## src/rtl/pipe_stage_reg_if.sv

```systemverilog
// Valid/ready handshake bundle between two pipeline stages.
// The stage register uses the slave view; its environment uses the master view.
interface pipe_stage_reg_if #(
   parameter int DATA_W = 160,
   parameter int CTRL_W = 25
);
   logic              inValid;
   logic              inReady;
   logic [DATA_W-1:0] inData;
   logic [CTRL_W-1:0] inCtrl;
   logic              outValid;
   logic              outReady;
   logic [DATA_W-1:0] outData;
   logic [CTRL_W-1:0] outCtrl;

   modport master (
      output inValid, inData, inCtrl, outReady,
      input  inReady, outValid, outData, outCtrl
   );

   modport slave (
      input  inValid, inData, inCtrl, outReady,
      output inReady, outValid, outData, outCtrl
   );
endinterface

```

## src/rtl/pipe_stage_reg.sv

```systemverilog
// Generic pipeline stage register with valid/ready handshake, flush and stall counter.
// Define PIPE_SKID_EN to add a skid entry so that inReady comes straight from a flop.
module pipe_stage_reg #(
   parameter int DATA_W = 160,
   parameter int CTRL_W = 25,
   parameter int CNT_W  = 16
) (
   input  logic             clk,
   input  logic             resetN,
   pipe_stage_reg_if.slave  bus,
   input  logic             flush,
   output logic [CNT_W-1:0] stallCount
);
   localparam logic [CNT_W-1:0] CNT_MAX = {CNT_W{1'b1}};
   localparam logic [CNT_W-1:0] CNT_ONE = {{(CNT_W-1){1'b0}}, 1'b1};

   logic              main_valid_r;
   logic [DATA_W-1:0] main_data_r;
   logic [CTRL_W-1:0] main_ctrl_r;
   logic [CNT_W-1:0]  stall_cnt_r;

   logic              main_valid_s;
   logic [DATA_W-1:0] main_data_s;
   logic [CTRL_W-1:0] main_ctrl_s;
   logic              drain_s;
   logic              in_ready_s;
   logic              in_xfer_s;

   assign drain_s      = !main_valid_r || bus.outReady;
   assign in_xfer_s    = bus.inValid && in_ready_s;
   assign bus.inReady  = in_ready_s;
   assign bus.outValid = main_valid_r;
   assign bus.outData  = main_data_r;
   assign bus.outCtrl  = main_ctrl_r;
   assign stallCount   = stall_cnt_r;

`ifdef PIPE_SKID_EN
   logic              skid_valid_r;
   logic [DATA_W-1:0] skid_data_r;
   logic [CTRL_W-1:0] skid_ctrl_r;
   logic              in_ready_r;
   logic              skid_valid_s;
   logic [DATA_W-1:0] skid_data_s;
   logic [CTRL_W-1:0] skid_ctrl_s;

   assign in_ready_s = in_ready_r;

   // Next-state selection for main and skid entries; skid always drains first.
   always_comb begin
      main_valid_s = main_valid_r;
      main_data_s  = main_data_r;
      main_ctrl_s  = main_ctrl_r;
      skid_valid_s = skid_valid_r;
      skid_data_s  = skid_data_r;
      skid_ctrl_s  = skid_ctrl_r;
      if (flush) begin
         main_valid_s = 1'b0;
         main_ctrl_s  = {CTRL_W{1'b0}};
         skid_valid_s = 1'b0;
      end else if (drain_s) begin
         if (skid_valid_r) begin
            main_valid_s = 1'b1;
            main_data_s  = skid_data_r;
            main_ctrl_s  = skid_ctrl_r;
            skid_valid_s = 1'b0;
         end else if (in_xfer_s) begin
            main_valid_s = 1'b1;
            main_data_s  = bus.inData;
            main_ctrl_s  = bus.inCtrl;
         end else begin
            main_valid_s = 1'b0;
            main_ctrl_s  = {CTRL_W{1'b0}};
         end
      end else begin
         if (in_xfer_s) begin
            skid_valid_s = 1'b1;
            skid_data_s  = bus.inData;
            skid_ctrl_s  = bus.inCtrl;
         end else begin
            skid_valid_s = skid_valid_r;
         end
      end
   end

   // Stage state registers; inReady is registered from the next skid occupancy.
   always_ff @(posedge clk) begin
      if (!resetN) begin
         main_valid_r <= 1'b0;
         main_data_r  <= {DATA_W{1'b0}};
         main_ctrl_r  <= {CTRL_W{1'b0}};
         skid_valid_r <= 1'b0;
         skid_data_r  <= {DATA_W{1'b0}};
         skid_ctrl_r  <= {CTRL_W{1'b0}};
         in_ready_r   <= 1'b0;
      end else begin
         main_valid_r <= main_valid_s;
         main_data_r  <= main_data_s;
         main_ctrl_r  <= main_ctrl_s;
         skid_valid_r <= skid_valid_s;
         skid_data_r  <= skid_data_s;
         skid_ctrl_r  <= skid_ctrl_s;
         in_ready_r   <= !skid_valid_s;
      end
   end
`else
   assign in_ready_s = resetN && drain_s;

   // Next-state selection for the single main entry.
   always_comb begin
      main_valid_s = main_valid_r;
      main_data_s  = main_data_r;
      main_ctrl_s  = main_ctrl_r;
      if (flush) begin
         main_valid_s = 1'b0;
         main_ctrl_s  = {CTRL_W{1'b0}};
      end else if (drain_s) begin
         if (in_xfer_s) begin
            main_valid_s = 1'b1;
            main_data_s  = bus.inData;
            main_ctrl_s  = bus.inCtrl;
         end else begin
            main_valid_s = 1'b0;
            main_ctrl_s  = {CTRL_W{1'b0}};
         end
      end else begin
         main_valid_s = main_valid_r;
      end
   end

   // Stage state registers.
   always_ff @(posedge clk) begin
      if (!resetN) begin
         main_valid_r <= 1'b0;
         main_data_r  <= {DATA_W{1'b0}};
         main_ctrl_r  <= {CTRL_W{1'b0}};
      end else begin
         main_valid_r <= main_valid_s;
         main_data_r  <= main_data_s;
         main_ctrl_r  <= main_ctrl_s;
      end
   end
`endif

   // Saturating count of stalled cycles; flush does not touch it.
   always_ff @(posedge clk) begin
      if (!resetN) begin
         stall_cnt_r <= {CNT_W{1'b0}};
      end else if (main_valid_r && !bus.outReady && (stall_cnt_r != CNT_MAX)) begin
         stall_cnt_r <= stall_cnt_r + CNT_ONE;
      end else begin
         stall_cnt_r <= stall_cnt_r;
      end
   end
endmodule

```

## src/flat_wrapper.sv

```systemverilog
// flat-port wrapper written by rule: the top's interface ports become plain ports
module pipe_stage_reg_flat 
#(
   parameter int DATA_W = 160,
   parameter int CTRL_W = 25,
   parameter int CNT_W  = 16
)
  (clk, resetN, flush, stallCount, bus_inValid, bus_inData, bus_inCtrl, bus_outReady, bus_inReady, bus_outValid, bus_outData, bus_outCtrl);
  pipe_stage_reg_if #(.DATA_W(DATA_W), .CTRL_W(CTRL_W)) bus_i ();
  input  logic clk;
  input  logic resetN;
  input  logic flush;
  output logic [CNT_W-1:0] stallCount;
  input wire logic [$bits(bus_i.inValid)-1:0] bus_inValid;
  input wire logic [$bits(bus_i.inData)-1:0] bus_inData;
  input wire logic [$bits(bus_i.inCtrl)-1:0] bus_inCtrl;
  input wire logic [$bits(bus_i.outReady)-1:0] bus_outReady;
  output wire logic [$bits(bus_i.inReady)-1:0] bus_inReady;
  output wire logic [$bits(bus_i.outValid)-1:0] bus_outValid;
  output wire logic [$bits(bus_i.outData)-1:0] bus_outData;
  output wire logic [$bits(bus_i.outCtrl)-1:0] bus_outCtrl;
  assign bus_i.inValid = bus_inValid;
  assign bus_i.inData = bus_inData;
  assign bus_i.inCtrl = bus_inCtrl;
  assign bus_i.outReady = bus_outReady;
  assign bus_inReady = bus_i.inReady;
  assign bus_outValid = bus_i.outValid;
  assign bus_outData = bus_i.outData;
  assign bus_outCtrl = bus_i.outCtrl;
  pipe_stage_reg #(.DATA_W(DATA_W), .CTRL_W(CTRL_W), .CNT_W(CNT_W)) u_core (.clk(clk), .resetN(resetN), .bus(bus_i), .flush(flush), .stallCount(stallCount));
endmodule
```

## config.mk

```make
export PLATFORM = sky130hd
export DESIGN_NAME = pipe_stage_reg_flat
export DESIGN_NICKNAME = d
export VERILOG_FILES = /design/src/rtl/pipe_stage_reg_if.sv /design/src/rtl/pipe_stage_reg.sv /design/src/flat_wrapper.sv
export SDC_FILE = /design/constraint.sdc
export NUM_CORES = 1
export LEC_CHECK = 0
export ABC_AREA = 1
export CORE_AREA = 2 2 153 155
export DETAILED_ROUTE_END_ITERATION = 8
export DIE_AREA = 0 0 155 157
export GPL_ROUTABILITY_DRIVEN = 0
export HOLD_SLACK_MARGIN = 0.1
export PLACE_DENSITY = 0.69
export SLEW_MARGIN = 20
export SYNTH_ARGS = -nofsm -noshare
export SYNTH_HDL_FRONTEND = slang
export SYNTH_SLANG_ARGS = --single-unit
```

## constraint.sdc

```tcl
create_clock -name clk -period 2.1 [get_ports clk]
set_clock_uncertainty 0.05 [all_clocks]
set_input_delay 0.315 -clock clk [delete_from_list [all_inputs] [get_ports clk]]
set_output_delay 0.315 -clock clk [all_outputs]
set_load 0.05 [all_outputs]
```

======== After elaboration in Yosys (flattened, before gate mapping) ========
Cells that the tools add are included.
cells by class
  add/sub/neg operators ................... 1
  equal/unequal tests ..................... 1
  multiplexer cells ....................... 2
  bitwise gates (word level) .............. 2
  reduce and logical (&&, ||, !) cells .... 9
operators by type and width
  kind                   count
  $mux 25                1
  $add 16x1->16 const B  1
  $ne 16x16->1 const B   1
  $logic_and 1x1->1      4
  $reduce_and 3->1       1
  $logic_not 1->1        2
  $not 1->1              2
  $reduce_or 2->1        1
  $logic_or 1x1->1       1
  $mux 1                 1
storage, ports and cells
  bits in registers ....................... 202
  bits of input ports ..................... 190
  output and inout port bits .............. 203

======== Logic depth before layout (Yosys ltp) ========
Gate-level depths: netlist (run 1).
  depth in word-level cells ............... 5
  gate-level depth with buffers ........... 10

======== Least setup slack after synthesis (run 1) ========
No wires, ideal clock.
  path kind ............................... register -> output
  start ................................... register u_core.main_valid_r, in the netlist u_core.bus.outValid
  end ..................................... output port bus_inReady
  data arrival time ....................... 1.768 ns
  required time ........................... 1.735 ns
  path slack .............................. -0.033 ns
  cell stages (with the launch flop) ...... 6
  cell sequence ........................... dfxtp_1 > inv_1 > nor2_2 > buf_2 > buf_1 > nor2_1
on the way
  word-level cells in the longest chain between the ends .. 3
ends and longest elaborated chain
  what                      line                   RTL
  start: declaration        pipe_stage_reg.sv:17   logic main_valid_r;
  start signal: assignment  pipe_stage_reg.sv:137  main_valid_r <= main_valid_s;
  $logic_not 1->1           pipe_stage_reg.sv:29   assign drain_s = !main_valid_r || bus.outReady;
  $logic_or 1x1->1          pipe_stage_reg.sv:29
  $logic_and 1x1->1         pipe_stage_reg.sv:106  assign in_ready_s = resetN && drain_s;
  end: declaration          flat_wrapper.sv:18     output wire logic [$bits(bus_i.inReady)-1:0] bus_inReady;
Every way passes these cells.

======== Worst setup path after layout (run 1) ========
  start ................................... register u_core.main_data_r[138], in the netlist u_core.bus.outData[138]
  end ..................................... output port bus_outData[138]
RTL lines
  what                      line                   RTL
  start: declaration        pipe_stage_reg.sv:18   logic [DATA_W-1:0] main_data_r;
  start signal: assignment  pipe_stage_reg.sv:134  main_data_r <= {DATA_W{1'b0}};
  start signal: assignment  pipe_stage_reg.sv:138  main_data_r <= main_data_s;
  end: declaration          flat_wrapper.sv:20     output wire logic [$bits(bus_i.outData)-1:0] bus_outData;
No word-level cell between the ends.

==> impl_metrics.py, run 1 <==
metrics = {
    "timing": {
        "setup_viol": 0,
        "worst_slew_pin_slew_ns": 0.582,
        "finalMaxSlewViolations": 0,
        "setup_tns_ns": 0,
        "fmax_ghz": 0.482,
        "rsz0062_at_grt": "false",
        "finalHoldViolations": 0,
        "min_period_ns": 2.08,
        "slew_headroom_pct": 61.1,
        "period_share_pct": 98.9,
    },
    "logic_synthesis": {
        "async_flop_share_pct": 0,
        "synthCells": 977,
        "yosysTopAreaCell": "dfxtp_1",
        "synth_most_common_cell": "nand2_1",
        "syn_area_per_cell_um2": 7.67,
        "synth.yosys.warnings": 0,
        "synth_edf_count": 0,
        "yosysUniqueCellTypes": 19,
        "synth_nets": 1168,
        "synth.area.top_cells": "dfxtp_1 54%, a21oi_1 13%, nand2_1 13%, nand3_1 11%, nor2_1 2.6%",
        "seq_area_frac_synth_pct": 54.0,
        "synthFlopType": "dfxtp_1",
        "synth.ff_latch_count": 202,
        "synth_top_area_share_pct": 54.0,
        "synth_common_cells": "257 x nand2_1, 202 x dfxtp_1, 194 x a21oi_1",
        "syn_area_mm2": 0.00749,
    },
    "grt": {
        "antenna_found_initial": 0,
        "grt_pass1_wl_um": 42100,
        "gr-usage-all-layers_pct": 21.4,
        "grt_max_degree": 77,
        "grt-ovfl-total": 0,
        "grt_pass1_vias": 7823,
    },
    "setup_path": {
        "critPathLaunchType": "flip-flop",
        "worstSetupPathType": "flip-flop to primary output",
        "endpoint_kind": "primary output",
        "path_delay_family": "buffers and inverters",
        "slowest_stage": "clkdlybuf4s50_1",
        "worstPathRequired_ns": 1.74,
        "cp_data_arrival_time_ns": 1.71,
        "critPathBufInv": 1,
        "max_stage_delay_ns": 0.83,
        "worstPathMaxFanout": 2,
        "crit_chain": "clkdlybuf4s50_1",
    },
    "cts": {
        "clk_pin_slew_worst_paths_ns": 0.06,
        "cts_tree": "yes",
        "h-tree-depth": 1,
        "clock-sinks": 202,
        "clk_latency_ns": 0.50,
        "clockBufferDepth": 3,
        "clockRootBuffer": "clkbuf_16",
        "numCtsBuffers": 23,
        "holdBufCountCts": 0,
    },
    "final_layout": {
        "stdcell_count": 1650,
        "synthToLayoutAreaGrowth_pct": 68.7,
        "multi_input_area_mm2": 0.00306,
        "diodes": 0,
        "fillerInstances": 2035,
        "final_layout_size_suffix_gt1_share_pct": 5.86,
        "nets": 1541,
        "register_area_mm2": 0.00405,
    },
    "pwr": {
        "ir_worst_vdd_uv": 493,
        "leakage_nw": 4.64,
        "p_per_area_mw_per_mm2": 741,
    },
    "die": {
        "dieWidth_um": 155,
        "start_util_pct": 33.3,
        "pin_count": 393,
        "die_h_um": 157,
        "die_area_mm2": 0.0243,
        "num_rows": 55,
        "core_area_mm2": 0.0225,
    },
    "placed_design": {
        "dp_cells": 1610,
        "port_buffers": 392,
        "dp_hpwl_um": 19600,
    },
    "detailed_routing": {
        "drc": 0,
        "viasPerCell": 4.93,
        "antenna_left": 0,
        "detail_route.wl_per_cell_um": 16.7,
        "drtIter0Drc": 512,
        "drt_wl_total_um": 27500,
        "via_count": 8130,
        "drt_pass1_iterations": 5,
    },
    "worst_hold_path": {
        "hp-class": "input pin to flip-flop",
    },
    "job": {
        "max-cap-violations": 0,
    },
    "run_status": {
        "status": "complete, no violations",
    },
}
-- worst reg2reg max path, stage by stage (launching register included) --
cell	delay [ns]
dfxtp_1	0.40
ha_1	0.25
inv_1	0.06
nor2_1	0.13
nand4_1	0.30
buf_4	0.29
a21oi_1	0.13
nor2_1	0.06
-- layer usage --
layer / vias up / global-route usage [%] / wire length, um
met1: 3713 / 25.1 / 10600
li1: 4001 / - / -
met2: 355 / 37.6 / 13600
met3: 61 / 5.75 / 2340
met4: 0 / 7.89 / 982
met5: - / 0 / 0
-- cell usage in the layout, fill, tap and decap left out, types with 3 or more instances in the layout --
master,n
a21oi_1,194
buf_12,16
buf_4,21
clkbuf_1,3
clkbuf_16,23
clkbuf_8,5
clkdlybuf4s50_1,363
clkinv_2,7
dfxtp_1,201
dlygate4sd2_1,17
dlymetal6s2s_1,10
inv_1,11
nand2_1,257
nand3_1,172
nor2_1,51
-- path summary, 6_finish.rpt --
check                           from                endpoint  slack, ns  cells after the start
max          u_core.bus.outData[138]        bus_outData[138]       0.02                      1
max reg2reg     u_core.stallCount[0]    u_core.stallCount[4]       0.33                      7
min                   bus_inCtrl[20]  u_core.bus.outCtrl[20]       0.32                      3
min reg2reg   u_core.bus.outData[36]  u_core.bus.outData[36]       0.41                      2
-- metrics by stage --
step	hold slack (ns)	total power [mW]	worst slack [ns]	util [%]	cell area (um2)
2_1_floorplan	0.409	4.80	0.135	-	7490
3_3_place_gp	0.396	5.55	0.120	52.9	11900
3_5_place_dp	0.400	5.56	0.0709	52.9	11900
4_1_cts	0.291	9.47	0.000166	56.0	12600
5_1_grt	0.321	9.71	0.000415	56.1	12600
6_report	0.317	9.36	0.0239	56.1	12600
-- area by class of cell --
class	count	area share (%)
clock inverters	9	0.584
repair buffers	427	34.7
flip-flops and latches	202	32.0
inverters	13	0.426
well taps	285	2.82
multi-input cells	683	24.3
clock buffers	31	5.19
-- state kept, by name, indices dropped and copies added, names as in the netlist --
signal	cells
u_core.bus.outData	160
u_core.stallCount	16
u_core.bus.outValid	1
u_core.bus.outCtrl	25
-- timing repair --
action | 4_1_cts | 5_1_grt
setup buffers | 0 | 0
endpoints found under the setup margin | 17 | 10
resized for setup | 17 | 10
gates cloned | 0 | 0
-- report_power, final --
| group | internal, mW | total, mW | switching (mW) |
|---|---|---|---|
| clock | 2.30 | 3.89 | 1.59 |
| combinational | 0.648 | 1.47 | 0.822 |
| sequential | 3.94 | 4.00 | 0.0573 |
| total | 6.89 | 9.36 | 2.47 |
-- logic make-up (layout without fill, tap and decap cells) --
group	after synthesis	after routing	share of synthesized area, %
simple gates	487	487	27.6
flops	202	202	54.0
compound gates	195	195	13.0
buf+inv	92	480	5.18
fa+ha+maj	1	1	0.167
Note: power is estimated with default switching activity, not from simulation.
==> inputs of run 2 (changes only) <==
Settings changed: PLACE_DENSITY 0.69 to unset, PLACE_DENSITY_LB_ADDON set to 0.3, SETUP_SLACK_MARGIN set to 0.1.
==> run 2 against run 1 <==
  * Critical path depth is the same
  * Final cell count is 0.67% lower
  * Count of clock-buffer cells in the layout rose by 4
  * First-iteration DRC count shrank 11%
  * Clock power decreased by 5%
  * Global-route usage shrank 1.2 points
  * Power decreased by 3.1%
  * Cell area fell by 2.9%
  * Setup slack gained 0.20 ns
  * Sequential cell count unchanged
  * Register-to-register slack better by 0.16 ns
  * Sequential share of layout area rose by 0.96 points
  * Critical path type unchanged
  * Largest cell class unchanged
  * Highest routed layer unchanged
==> impl_metrics.py, run 2 (synthesis results as in run 1) <==
metrics = {
    "die": {
        "pin_count": 393,
        "dieWidth_um": 155,
        "die_area_mm2": 0.0243,
        "die_h_um": 157,
        "start_util_pct": 33.3,
        "core_area_mm2": 0.0225,
        "num_rows": 55,
    },
    "final_layout": {
        "fillerInstances": 2148,
        "stdcell_count": 1639,
        "nets": 1533,
        "largest_reg_flops": 160,
        "final_cell_mix": "257 x nand2_1, 201 x dfxtp_1, 195 x dlygate4sd2_1",
        "synthToLayoutAreaGrowth_pct": 63.7,
        "layout_commonest_cell": "nand2_1",
        "final_layout_size_suffix_gt1_share_pct": 4.65,
        "diodes": 0,
    },
    "job": {
        "max-cap-violations": 0,
    },
    "cts": {
        "clockBufferDepth": 3,
        "clk_pin_slew_worst_paths_ns": 0.06,
        "clock-sinks": 202,
        "h-tree-depth": 1,
        "numCtsBuffers": 23,
        "clockRootBuffer": "clkbuf_16",
        "clk_latency_ns": 0.49,
        "cts_tree": "yes",
        "holdBufCountCts": 0,
    },
    "grt": {
        "antenna_found_initial": 0,
        "grt_pass1_wl_um": 40000,
        "grt_max_degree": 90,
        "grt_pass1_vias": 7450,
        "gr-usage-all-layers_pct": 20.2,
        "grt-ovfl-total": 0,
    },
    "placed_design": {
        "port_buffers": 392,
        "place_ws_ns": 0.0727,
        "dp_hpwl_um": 18400,
        "dp_cells": 1602,
    },
    "setup_path": {
        "critPathLaunchType": "flip-flop",
        "critPathBufInv": 1,
        "path_delay_family": "buffers and inverters",
        "max_stage_delay_ns": 0.57,
        "crit_chain": "dlygate4sd2_1",
        "endpoint_kind": "primary output",
        "cp_data_arrival_time_ns": 1.51,
        "worstPathRequired_ns": 1.74,
        "slowest_stage": "dlygate4sd2_1",
        "worstPathMaxFanout": 6,
        "worstSetupPathType": "flip-flop to primary output",
    },
    "timing": {
        "setup_viol": 0,
        "min_period_ns": 1.87,
        "finalHoldViolations": 0,
        "worst_slew_pin_slew_ns": 0.555,
        "setup_tns_ns": 0,
        "finalMaxSlewViolations": 0,
        "rsz0062_at_grt": "true",
        "final.setup.worst_slack_ns": 0.227,
        "fmax_ghz": 0.534,
        "slew_headroom_pct": 63.1,
        "period_share_pct": 89.2,
    },
    "detailed_routing": {
        "drt_wl_total_um": 26300,
        "drc": 0,
        "viasPerCell": 4.81,
        "drt_pass1_iterations": 5,
        "drtIter0Drc": 454,
        "via_count": 7882,
        "detail_route.wl_per_cell_um": 16.0,
        "antenna_left": 0,
    },
    "pwr": {
        "p_per_area_mw_per_mm2": 740,
        "ir_worst_vdd_uv": 484,
        "leakage_nw": 5.26,
        "p_total_mw": 9.07,
    },
    "worst_hold_path": {
        "hp-class": "input pin to flip-flop",
    },
    "run_status": {
        "status": "complete, no violations",
    },
}
## run 2: metrics by stage
stage | utilization, % | hold slack, ns | area [um2]
after floorplan | - | 0.409 | 7490
after global placement | 52.5 | 0.397 | 11800
after detailed placement | 52.5 | 0.401 | 11800
after CTS | 54.4 | 0.304 | 12200
after global routing | 54.5 | 0.326 | 12300
final | 54.5 | 0.324 | 12300
## run 2: final timing paths
kind                          start                     end  slack (ns)  cells past startpoint
min reg2reg  u_core.bus.outData[36]  u_core.bus.outData[36]        0.41                      2
max           u_core.stallCount[12]          stallCount[12]        0.23                      1
max reg2reg    u_core.stallCount[0]    u_core.stallCount[0]        0.49                      9
min                  bus_inCtrl[14]  u_core.bus.outCtrl[14]        0.32                      3
## run 2: timing repair
item | in CTS | in global routing
setup endpoints to repair | 195 | 6
buffers inserted | 0 | 0
endpoints found under the hold margin | 0 | 0
resized for setup | 195 | 6
gates cloned | 0 | 0
## run 2: per-layer routing
layer	vias to the layer above	wire [um]	GRT usage [%]
met5	-	0	0
met4	0	1010	8.16
met3	65	1920	4.54
met2	289	12900	35.6
met1	3554	10400	23.8
li1	3974	-	-
## run 2: power breakdown
part           switching [mW]  internal [mW]
combinational           0.809          0.563
clock                    1.50           2.20
sequential             0.0517           3.94
## run 2: area by class of cell
type	count	area (um2)	area share [%]
Inverter	13	53.8	0.439
Clock buffer	35	641	5.22
Clock inverter	2	38.8	0.316
Sequential cell	202	4050	33.0
Tap cell	285	357	2.91
Multi-Input combinational cell	683	3060	25.0
Timing Repair Buffer	419	4070	33.2
==> inputs of run 3 (changes only) <==
Settings changed: SLEW_MARGIN 20 to 10.
==> results of run 3 <==
Same layout as run 2: the final DEF is identical, and so are final timing and power.
